**src/rtl/stream_mux_pkg.sv**
```systemverilog
// Shared constants and helpers for the stream multiplexer.
// Imported by the interface, the grant encoder and the top level.
package stream_mux_pkg;

    localparam logic MODE_SELECT = 1'b0;
    localparam logic MODE_RR     = 1'b1;

    // Index width for n channels, never less than one bit.
    function automatic int sel_width(input int n);
        int w;
        w = 1;
        for (int i = 1; i < 31; i++) begin
            if ((1 << i) < n) begin
                w = i + 1;
            end
        end
        return w;
    endfunction

endpackage

```
**src/rtl/stream_mux_if.sv**
```systemverilog
// Producer/consumer bundle of the stream multiplexer.
// master drives the streams, slave is the multiplexer itself.
interface stream_mux_if
    import stream_mux_pkg::*;
#(
    parameter int NUM_CH = 8,
    parameter int WIDTH  = 8
);

    localparam int SEL_W = sel_width(NUM_CH);

    logic [NUM_CH*WIDTH-1:0] in_data;
    logic [NUM_CH-1:0]       in_valid;
    logic [NUM_CH-1:0]       in_ready;
    logic                    mode;
    logic [SEL_W-1:0]        sel;
    logic [WIDTH-1:0]        out_data;
    logic [SEL_W-1:0]        out_ch;
    logic                    out_valid;
    logic                    out_ready;

    modport master (
        output in_data,
        output in_valid,
        input  in_ready,
        output mode,
        output sel,
        input  out_data,
        input  out_ch,
        input  out_valid,
        output out_ready
    );

    modport slave (
        input  in_data,
        input  in_valid,
        output in_ready,
        input  mode,
        input  sel,
        output out_data,
        output out_ch,
        output out_valid,
        input  out_ready
    );

endinterface

```
**src/rtl/stream_mux_rr_grant.sv**
```systemverilog
// Rotating-priority encoder: first set request at or after ptr,
// wrapping modulo NUM_CH.
module rr_grant
    import stream_mux_pkg::*;
#(
    parameter int NUM_CH = 8,
    localparam int SEL_W = sel_width(NUM_CH)
) (
    input  logic [NUM_CH-1:0] req,
    input  logic [SEL_W-1:0]  ptr,
    output logic [SEL_W-1:0]  gnt,
    output logic              gnt_valid
);

    localparam logic [SEL_W-1:0] LAST = SEL_W'(NUM_CH - 1);

    logic [SEL_W-1:0] idx;

    always_comb begin
        gnt       = '0;
        gnt_valid = 1'b0;
        idx       = ptr;
        for (int k = 0; k < NUM_CH; k++) begin
            if (!gnt_valid && req[idx]) begin
                gnt_valid = 1'b1;
                gnt       = idx;
            end
            idx = (idx == LAST) ? '0 : idx + 1'b1;
        end
    end

endmodule

```
**src/rtl/stream_mux.sv**
```systemverilog
// Registered NUM_CH:1 stream multiplexer, direct-select or
// round-robin, with a one-entry output register.
module stream_mux
    import stream_mux_pkg::*;
#(
    parameter int NUM_CH = 8,
    parameter int WIDTH  = 8
) (
    input  logic         clk,
    input  logic         rst_n,
    stream_mux_if.slave  bus
);

    localparam int SEL_W = sel_width(NUM_CH);
    localparam logic [SEL_W-1:0] LAST = SEL_W'(NUM_CH - 1);

    logic [SEL_W-1:0]  ptr_q, ptr_d;
    logic [WIDTH-1:0]  data_q, data_d;
    logic [SEL_W-1:0]  ch_q, ch_d;
    logic              vld_q, vld_d;

    logic [SEL_W-1:0]  rr_gnt;
    logic              rr_vld;
    logic [SEL_W-1:0]  gnt;
    logic              gnt_act;
    logic              sel_vld;
    logic              load_en;
    logic              xfer;
    logic [WIDTH-1:0]  word;
    logic [NUM_CH-1:0] rdy;

    rr_grant #(
        .NUM_CH (NUM_CH)
    ) u_rr_grant (
        .req       (bus.in_valid),
        .ptr       (ptr_q),
        .gnt       (rr_gnt),
        .gnt_valid (rr_vld)
    );

    // Out-of-range sel matches no channel, so it never grants.
    always_comb begin
        sel_vld = 1'b0;
        for (int i = 0; i < NUM_CH; i++) begin
            if (bus.sel == SEL_W'(i)) begin
                sel_vld = bus.in_valid[i];
            end
        end
    end

    always_comb begin
        gnt     = '0;
        gnt_act = 1'b0;
        unique case (bus.mode)
            MODE_SELECT: begin
                gnt     = bus.sel;
                gnt_act = sel_vld;
            end
            MODE_RR: begin
                gnt     = rr_gnt;
                gnt_act = rr_vld;
            end
        endcase
    end

    assign load_en = !vld_q || bus.out_ready;
    assign xfer    = gnt_act && load_en;

    always_comb begin
        rdy  = '0;
        word = '0;
        for (int i = 0; i < NUM_CH; i++) begin
            if (gnt == SEL_W'(i)) begin
                rdy[i] = xfer;
                word   = bus.in_data[i*WIDTH +: WIDTH];
            end
        end
    end

    // A load in the same cycle as a drain replaces the word: no bubble.
    always_comb begin
        ptr_d  = ptr_q;
        data_d = data_q;
        ch_d   = ch_q;
        vld_d  = vld_q;
        if (xfer) begin
            data_d = word;
            ch_d   = gnt;
            vld_d  = 1'b1;
            ptr_d  = (gnt == LAST) ? '0 : gnt + 1'b1;
        end else if (bus.out_ready) begin
            vld_d  = 1'b0;
        end
    end

    always_ff @(posedge clk or negedge rst_n) begin
        if (!rst_n) begin
            ptr_q  <= '0;
            data_q <= '0;
            ch_q   <= '0;
            vld_q  <= 1'b0;
        end else begin
            ptr_q  <= ptr_d;
            data_q <= data_d;
            ch_q   <= ch_d;
            vld_q  <= vld_d;
        end
    end

    assign bus.in_ready  = rdy;
    assign bus.out_data  = data_q;
    assign bus.out_ch    = ch_q;
    assign bus.out_valid = vld_q;

    a_rdy_onehot: assert property (
        @(posedge clk) disable iff (!rst_n) $onehot0(rdy)
    );

    a_hold: assert property (
        @(posedge clk) disable iff (!rst_n)
        vld_q && !bus.out_ready |=>
            vld_q && $stable(data_q) && $stable(ch_q)
    );

endmodule

```
**src/flat_wrapper.sv**
```systemverilog
// flat-port wrapper written by rule: the top's interface ports become plain ports
module stream_mux_flat import stream_mux_pkg::*;
#(
    parameter int NUM_CH = 8,
    parameter int WIDTH  = 8
)
  (clk, rst_n, bus_in_data, bus_in_valid, bus_in_ready, bus_mode, bus_sel, bus_out_data, bus_out_ch, bus_out_valid, bus_out_ready);
  stream_mux_if #(.NUM_CH(NUM_CH), .WIDTH(WIDTH)) bus_i ();
  input  logic clk;
  input  logic rst_n;
  input wire logic [$bits(bus_i.in_data)-1:0] bus_in_data;
  input wire logic [$bits(bus_i.in_valid)-1:0] bus_in_valid;
  output wire logic [$bits(bus_i.in_ready)-1:0] bus_in_ready;
  input wire logic [$bits(bus_i.mode)-1:0] bus_mode;
  input wire logic [$bits(bus_i.sel)-1:0] bus_sel;
  output wire logic [$bits(bus_i.out_data)-1:0] bus_out_data;
  output wire logic [$bits(bus_i.out_ch)-1:0] bus_out_ch;
  output wire logic [$bits(bus_i.out_valid)-1:0] bus_out_valid;
  input wire logic [$bits(bus_i.out_ready)-1:0] bus_out_ready;
  assign bus_i.in_data = bus_in_data;
  assign bus_i.in_valid = bus_in_valid;
  assign bus_in_ready = bus_i.in_ready;
  assign bus_i.mode = bus_mode;
  assign bus_i.sel = bus_sel;
  assign bus_out_data = bus_i.out_data;
  assign bus_out_ch = bus_i.out_ch;
  assign bus_out_valid = bus_i.out_valid;
  assign bus_i.out_ready = bus_out_ready;
  stream_mux #(.NUM_CH(NUM_CH), .WIDTH(WIDTH)) u_core (.clk(clk), .rst_n(rst_n), .bus(bus_i));
endmodule
```
**config.mk**
```make
export PLATFORM = sky130hd
export DESIGN_NAME = stream_mux_flat
export DESIGN_NICKNAME = d
export VERILOG_FILES = /design/src/rtl/stream_mux_pkg.sv /design/src/rtl/stream_mux_if.sv /design/src/rtl/stream_mux_rr_grant.sv /design/src/rtl/stream_mux.sv /design/src/flat_wrapper.sv
export SDC_FILE = /design/constraint.sdc
export NUM_CORES = 1
export LEC_CHECK = 0
export CAP_MARGIN = 30
export CORE_MARGIN = 5
export CORE_UTILIZATION = 62
export CTS_CLUSTER_SIZE = 14
export DETAILED_ROUTE_END_ITERATION = 10
export DONT_BUFFER_PORTS = 1
export PLACE_DENSITY_LB_ADDON = 0.15
export SYNTH_ARGS = -nofsm -noshare
export SYNTH_HDL_FRONTEND = slang
export SYNTH_SLANG_ARGS = --single-unit
export TNS_END_PERCENT = 10
```
**constraint.sdc**
```tcl
create_clock -name clk -period 7.3 [get_ports clk]
set_clock_uncertainty 0.05 [all_clocks]
set_input_delay 1.46 -clock clk [delete_from_list [all_inputs] [get_ports clk]]
set_output_delay 1.46 -clock clk [all_outputs]
set_load 0.05 [all_outputs]
```
==> results of run 1 <==
==> routing by layer <==
layer | share of wire | routed length, um | global-route usage
met4 | 0.017 | 123 | 0.0266
met5 | 0 | 0 | 0
met1 | 0.42 | 3090 | 0.398
met2 | 0.45 | 3320 | 0.408
met3 | 0.11 | 808 | 0.0689
==> sequential cells by signal, indices dropped and copies added, names as in the netlist <==
| signal | cells |
|---|---|
| u_core.bus.out_data | 8 |
| u_core.bus.out_valid | 1 |
| u_core.bus.out_ch | 3 |
| u_core.ptr_q | 3 |
==> worst paths after layout <==
check | cells past startpoint | to
setup reg to reg | 17 | u_core.bus.out_data[6]$_DFFE_PN0P_
max in group asynchronous | 0 | u_core.bus.out_data[7]$_DFFE_PN0P_
setup / recovery | 15 | bus_in_ready[7]
hold / removal | 2 | u_core.ptr_q[2]$_DFFE_PN0P_
min in group asynchronous | 0 | u_core.bus.out_ch[2]$_DFFE_PN0P_
hold reg to reg | 2 | u_core.ptr_q[2]$_DFFE_PN0P_
==> metrics by stage <==
step | worst slack (ns) | util
after floorplan | 0.510 | -
after global placement | 0.885 | 0.656
after detailed placement | 0.691 | 0.656
after CTS | 0.384 | 0.669
after global routing | 0.179 | 0.669
final | 0.516 | 0.669
==> worst max-delay path, cell delays in order, from the launching register on <==
cell and delay [ns]:
dfrtp_1 0.66, inv_1 0.18, ha_2 0.71, mux2_2 0.44, mux4_2 0.54, nor4_4 0.26, nand2_1 0.22, a21oi_1 0.21
a31o_1 0.16, a32oi_1 0.05, a21oi_1 0.40, ha_1 0.27, ha_1 0.41, inv_1 0.14, nor2_1 0.14, buf_4 0.22
==> layout make-up <==
cell class,count,share of cell area
multi-input cells,219,0.755
flip-flops and latches,15,0.150
repair buffers,10,0.0300
well taps,48,0.0240
inverters,15,0.0225
clock buffers,3,0.0165
clock inverters,1,0.00200
==> cells by family after synthesis <==
kind of cell,count (synthesis)
compound gates,102
xor+xnor,3
fa+ha+maj,11
buf+inv,36
flops,15
mux,41
simple gates,62
==> cell usage in the layout, fill, tap and decap left out, types with 2 or more instances in the layout <==
cell type | netlist | routed
mux2i_1 | 20 | 20
o21ai_1 | 20 | 20
dfrtp_1 | 15 | 15
inv_1 | 14 | 14
o21ai_0 | 14 | 14
nand2_1 | 13 | 13
mux4_2 | 11 | 11
nor2_1 | 10 | 10
ha_1 | 11 | 10
buf_4 | 1 | 10
and2_1 | 9 | 9
and3_1 | 9 | 9
o211a_1 | 9 | 9
a221o_1 | 8 | 8
a221oi_1 | 8 | 8
o211ai_1 | 7 | 7
mux2_1 | 6 | 6
nor3_1 | 5 | 5
o21a_1 | 4 | 4
a211oi_1 | 4 | 4
a21oi_1 | 4 | 4
o22ai_1 | 3 | 3
or3_1 | 3 | 3
mux2_2 | 3 | 3
a31oi_1 | 3 | 3
nor2b_1 | 3 | 3
nand2b_1 | 3 | 3
clkbuf_8 | 0 | 3
xnor2_2 | 2 | 2
or2_1 | 2 | 2
nor4_4 | 2 | 2
nand3_1 | 2 | 2
a22oi_1 | 2 | 2
a311oi_1 | 2 | 2
o31ai_1 | 2 | 2
==> results.tsv, run 1 <==
stage	metric	value	unit
timing	post-route fraction of the period consumed by the critical path	0.929	
layout	layout overhead on the synthesized area	2.72	%
place	Buffers on Ports	0	
synth	synthesized instance count	270	
synth	fraction of synthesized cell area in xor and xnor cells	0.0226	
synth	most frequent cells after synthesis	20 x mux2i_1, 20 x o21ai_1, 15 x dfrtp_1	
min_path	path category of the worst min-delay check	reg -> reg	
layout	non-filler cells in the finished layout	311	
worst_setup_path	launch point of the worst path	u_core.ptr_q[0]$_DFFE_PN0P_	
worst_setup_path	arrival time of the worst setup path	5.27	ns
cts	CTS H-Tree Depth	1	
place	total half-perimeter wirelength after legalization and detailed placement	5.74	mm
synth	area fraction of the dominant cell type after synthesis	0.154	
worst_setup_path	data required time at the worst endpoint	5.79	ns
synth	post-synthesis adder-cell area fraction	0.0564	
synth	number of distinct library cells after synthesis	54	
layout	fill cell total of the finished layout	314	
cts	CTS tree	yes	
floorplanning	Horiz. Die Dim	72.7	um
timing	unrepaired setup endpoints after global routing	no	
job	count of maximum capacitance violations	0	
detailed_routing	via count of the routed design	2330	
layout	post-route design area	0.00251	mm2
floorplanning	number of standard-cell rows in the floorplan	22	
cts	clock slew at reported path FFs	0.07	ns
synth	Mean Syn Cell Area	9.04	um2
synth	predominant post-synthesis flop cell	dfrtp_1	
place	cell area after placement	0.00246	mm2
synth	Synthesized Nets	360	
layout	# diodes	0	
grt	number of antenna violations at the first check in global routing	0	
detailed_routing	WL per Instance	23.6	um
detailed_routing	DRC violation count after routing	0	
cts	number of buffers between clock root and the deepest sink	2	
cts	cell at the root of the clock tree	clkbuf_8	
cts	Hold-fix buffers, CTS	0	
layout	Register Area	375	um2
synth	number of enable-type register cells in the synthesized netlist	0	
worst_setup_path	origin of the critical flop-to-flop path	u_core.ptr_q[0]$_DFFE_PN0P_	
detailed_routing	post-detailed-route count of antenna-violating nets	0	
status	outcome	finished, final reports clean	
worst_setup_path	register-to-register setup slack	1.71	ns
synth	Synth area leader	dfrtp_1	
layout	multi-input gate area in the final layout	0.00189	mm2
detailed_routing	mean number of vias per cell	7.49	
worst_setup_path	Worst Setup Path Type	reg -> out	
timing	post-route minimum period	6.78	ns
floorplanning	initial cell density of the core	0.652	
cts	Worst-Skew Late Latency	0.26	ns
timing	final max-slew violation count	0	
timing	Rel. slew slack	0.581	
timing	total negative slack for setup checks	0	ns
grt	grt ovf	0	
synth	largest family of logic cells by synthesized area	compound AO/OA/AOI/OAI gates	
synth	count of warnings emitted by yosys	0	
floorplanning	area of the core	0.00374	mm2
worst_setup_path	sort of element at the end of the critical path	output port	
min_path	worst hold path startpoint	u_core.ptr_q[2]$_DFFE_PN0P_	
layout	layout cell share with drive strength beyond 1	0.148	
cts	sinks on the clock net	15	
detailed_routing	initial detailed-routing violation count	285	
timing	Hold Fails Final Rpt	0	
timing	Final Setup Violations	0	
grt	GRT Total Usage	0.269	
synth	post-synthesis mux area share	0.231	
grt	maximum number of pins on one net before global-route repair	24	
cts	total of cells resized after clock tree synthesis	0	
synth	Yosys reg bits	15	
synth	synthesized cell area	0.00244	mm2
floorplanning	Die H	72.7	um
timing	worst slew pin tran	0.628	ns
synth	Synth Area in Compound Gates	0.319	
synth	sequential area share after synthesis	0.154	
floorplanning	Die Footprint	0.00529	mm2
detailed_routing	count of TritonRoute iterations in the first routing pass	5	
worst_setup_path	CP max FO	23	
floorplanning	num ports	99	
place	cell total after placement	307	
cts	number of post-CTS setup repair buffers	0	
synth	share of async-settable or async-resettable flops after synthesis	1.00	
synth	area share of and/or/nand/nor cells after synthesis	0.145	
timing	Achievable Freq	147	MHz
timing	worst hold margin	0.563	ns
layout	Net count, final	354	
cts	number of clock buffers inserted by TritonCTS	3	
synth	largest cells by area after synthesis	dfrtp_1 15%, mux4_2 10%, mux2i_1 8.2%, ha_1 5.6%, o21ai_1 4.1%	
grt	first-pass GRT wire length	11.3	mm
place	routability congestion estimate from global placement	0.980	
detailed_routing	Detailed Route WL	7.34	mm
worst_setup_path	Setup crit start kind	flip-flop	
grt	via count of the first global-routing pass	2224	
Power of run 1 is not shown: default switching activity piles up to over one toggle a cycle in this logic, so the estimate is an artifact.
==> inputs of run 2 (changes only) <==
Settings changed: CORE_MARGIN 5 to 8, CTS_CLUSTER_SIZE 14 to 24.
==> results.tsv, run 2 (synthesis gave the netlist of run 1 again) <==
stage	metric	value	unit	change
status	outcome	finished, final reports clean		
layout	Net count, final	353		-0.28%
detailed_routing	initial detailed-routing violation count	176		-38%
layout	non-filler cells in the finished layout	312		+0.32%
worst_setup_path	cell family contributing the most delay on the critical path	adder cells		
worst_setup_path	slowest stage delay, CP	0.70	ns	about the same
timing	post-route fraction of the period consumed by the critical path	0.927		-0.00215
grt	GRT Total Usage	0.216		-0.0528
worst_setup_path	Setup crit start kind	flip-flop		
floorplanning	num ports	99		unchanged
place	Buffers on Ports	0		unchanged
detailed_routing	post-detailed-route count of antenna-violating nets	0		unchanged
grt	number of antenna violations at the first check in global routing	0		unchanged
detailed_routing	count of TritonRoute iterations in the first routing pass	5		unchanged
cts	Worst-Skew Late Latency	0.25	ns	about the same
timing	Hold Fails Final Rpt	0		unchanged
worst_setup_path	Critical Path Slowest Stage Cell	ha_2		
timing	total negative slack for setup checks	0	ns	unchanged
timing	Achievable Freq	148	MHz	+0.23%
worst_setup_path	Worst Setup Path Type	reg -> out		
job	count of maximum capacitance violations	0		unchanged
cts	cell at the root of the clock tree	clkbuf_8		
detailed_routing	WL per Instance	22.5	um	-4.8%
timing	unrepaired setup endpoints after global routing	no		
layout	layout overhead on the synthesized area	2.72	%	unchanged
layout	max FFs per register	8		unchanged
timing	post-route minimum period	6.77	ns	-0.0157 ns
floorplanning	number of standard-cell rows in the floorplan	23		+4.5%
worst_setup_path	CP max FO	23		unchanged
floorplanning	Die Footprint	0.00620	mm2	+17%
grt	maximum number of pins on one net before global-route repair	24		unchanged
floorplanning	area of the core	0.00388	mm2	+3.8%
timing	Final Setup Violations	0		unchanged
min_path	path category of the worst min-delay check	reg -> reg		
layout	leading cell types in the layout, fill and taps excluded	20 x mux2i_1, 20 x o21ai_1, 15 x dfrtp_1		
timing	worst hold margin	0.533	ns	-0.0299 ns
worst_setup_path	arrival time of the worst setup path	5.26	ns	about the same
detailed_routing	DRC violation count after routing	0		unchanged
worst_setup_path	data required time at the worst endpoint	5.79	ns	about the same
detailed_routing	Detailed Route WL	7.01	mm	-4.5%
layout	fill cell total of the finished layout	334		+6.4%
worst_setup_path	CP bufs+invs	3		unchanged
floorplanning	Horiz. Die Dim	78.7	um	+8.2%
timing	Rel. slew slack	0.607		+0.0257
worst_setup_path	sort of element at the end of the critical path	output port		
floorplanning	initial cell density of the core	0.628		-0.0237
cts	number of clock buffers inserted by TritonCTS	3		unchanged
layout	layout cell share with drive strength beyond 1	0.149		+0.000566
cts	number of buffers between clock root and the deepest sink	2		unchanged
detailed_routing	mean number of vias per cell	7.08		-5.5%
grt	grt ovf	0		unchanged
cts	CTS H-Tree Depth	1		unchanged
floorplanning	Die H	78.7	um	+8.2%
cts	sinks on the clock net	15		unchanged
layout	# diodes	0		unchanged
worst_setup_path	register-to-register setup slack	1.77	ns	+0.06 ns
worst_setup_path	critical-path cell list	inv_1, ha_2, mux2_2, mux4_2, nor4_4, nand2_1, a21oi_1, a31o_1, a32oi_1, a21oi_1, ha_1, ha_1, inv_1, nor2_1, buf_4		
timing	worst slew pin tran	0.590	ns	-0.0386 ns
cts	CTS tree	yes		
place	routability congestion estimate from global placement	0.906		-7.5%
grt	via count of the first global-routing pass	2037		-8.4%
place	cell total after placement	308		+0.33%
timing	final max-slew violation count	0		unchanged
grt	first-pass GRT wire length	10.8	mm	-4.2%
cts	clock slew at reported path FFs	0.06	ns	about the same
place	total half-perimeter wirelength after legalization and detailed placement	5.56	mm	-3.3%
detailed_routing	via count of the routed design	2209		-5.2%
run 2: per-layer routing:
metal	GRT usage	share of wire	vias to the layer above	wire length, um
li1	-	-	1040	-
met3	0.0609	0.098	10	685
met5	0	0	-	0
met2	0.316	0.46	108	3200
met1	0.306	0.44	1051	3070
met4	0.0537	0.0081	0	57
run 2: final cells by class:
type	instances	area [um2]	share of cell area
Timing Repair Buffer	9	67.6	0.0270
Multi-Input combinational cell	219	1900	0.757
Tap cell	50	62.6	0.0250
Inverter	15	56.3	0.0225
Clock buffer	3	41.3	0.0165
Sequential cell	15	375	0.150
Clock inverter	1	5.00	0.00200
run 2: worst paths after layout:
check	startpoint	endpoint	cells after the start
max	u_core.ptr_q[0]$_DFFE_PN0P_	bus_in_ready[7]	15
min	u_core.ptr_q[2]$_DFFE_PN0P_	u_core.ptr_q[2]$_DFFE_PN0P_	2
max reg2reg	u_core.ptr_q[0]$_DFFE_PN0P_	u_core.bus.out_data[6]$_DFFE_PN0P_	17
min reg2reg	u_core.ptr_q[2]$_DFFE_PN0P_	u_core.ptr_q[2]$_DFFE_PN0P_	2
max in group asynchronous	rst_n	u_core.bus.out_data[6]$_DFFE_PN0P_	0
min in group asynchronous	rst_n	u_core.bus.out_ch[2]$_DFFE_PN0P_	0
run 2: timing repair:
item	CTS	global route
buffers inserted	0	0
hold buffers	0	0
resized for setup	0	1
endpoints found under the setup margin	0	3
run 2: worst min-delay path: stages (launching register included):
cell	delay [ns]
dfrtp_1	0.42
nand2_1	0.07
o21ai_1	0.06
run 2: through the flow:
step | setup WS (ns) | utilization | area [um2]
floorplan | 0.510 | - | 2440
global placement | 0.782 | 0.633 | 2460
detailed placement | 0.638 | 0.633 | 2460
CTS | 0.340 | 0.644 | 2500
global route | 0.113 | 0.645 | 2510
finish | 0.531 | 0.645 | 2510
Power of run 2 is left out for the same reason.
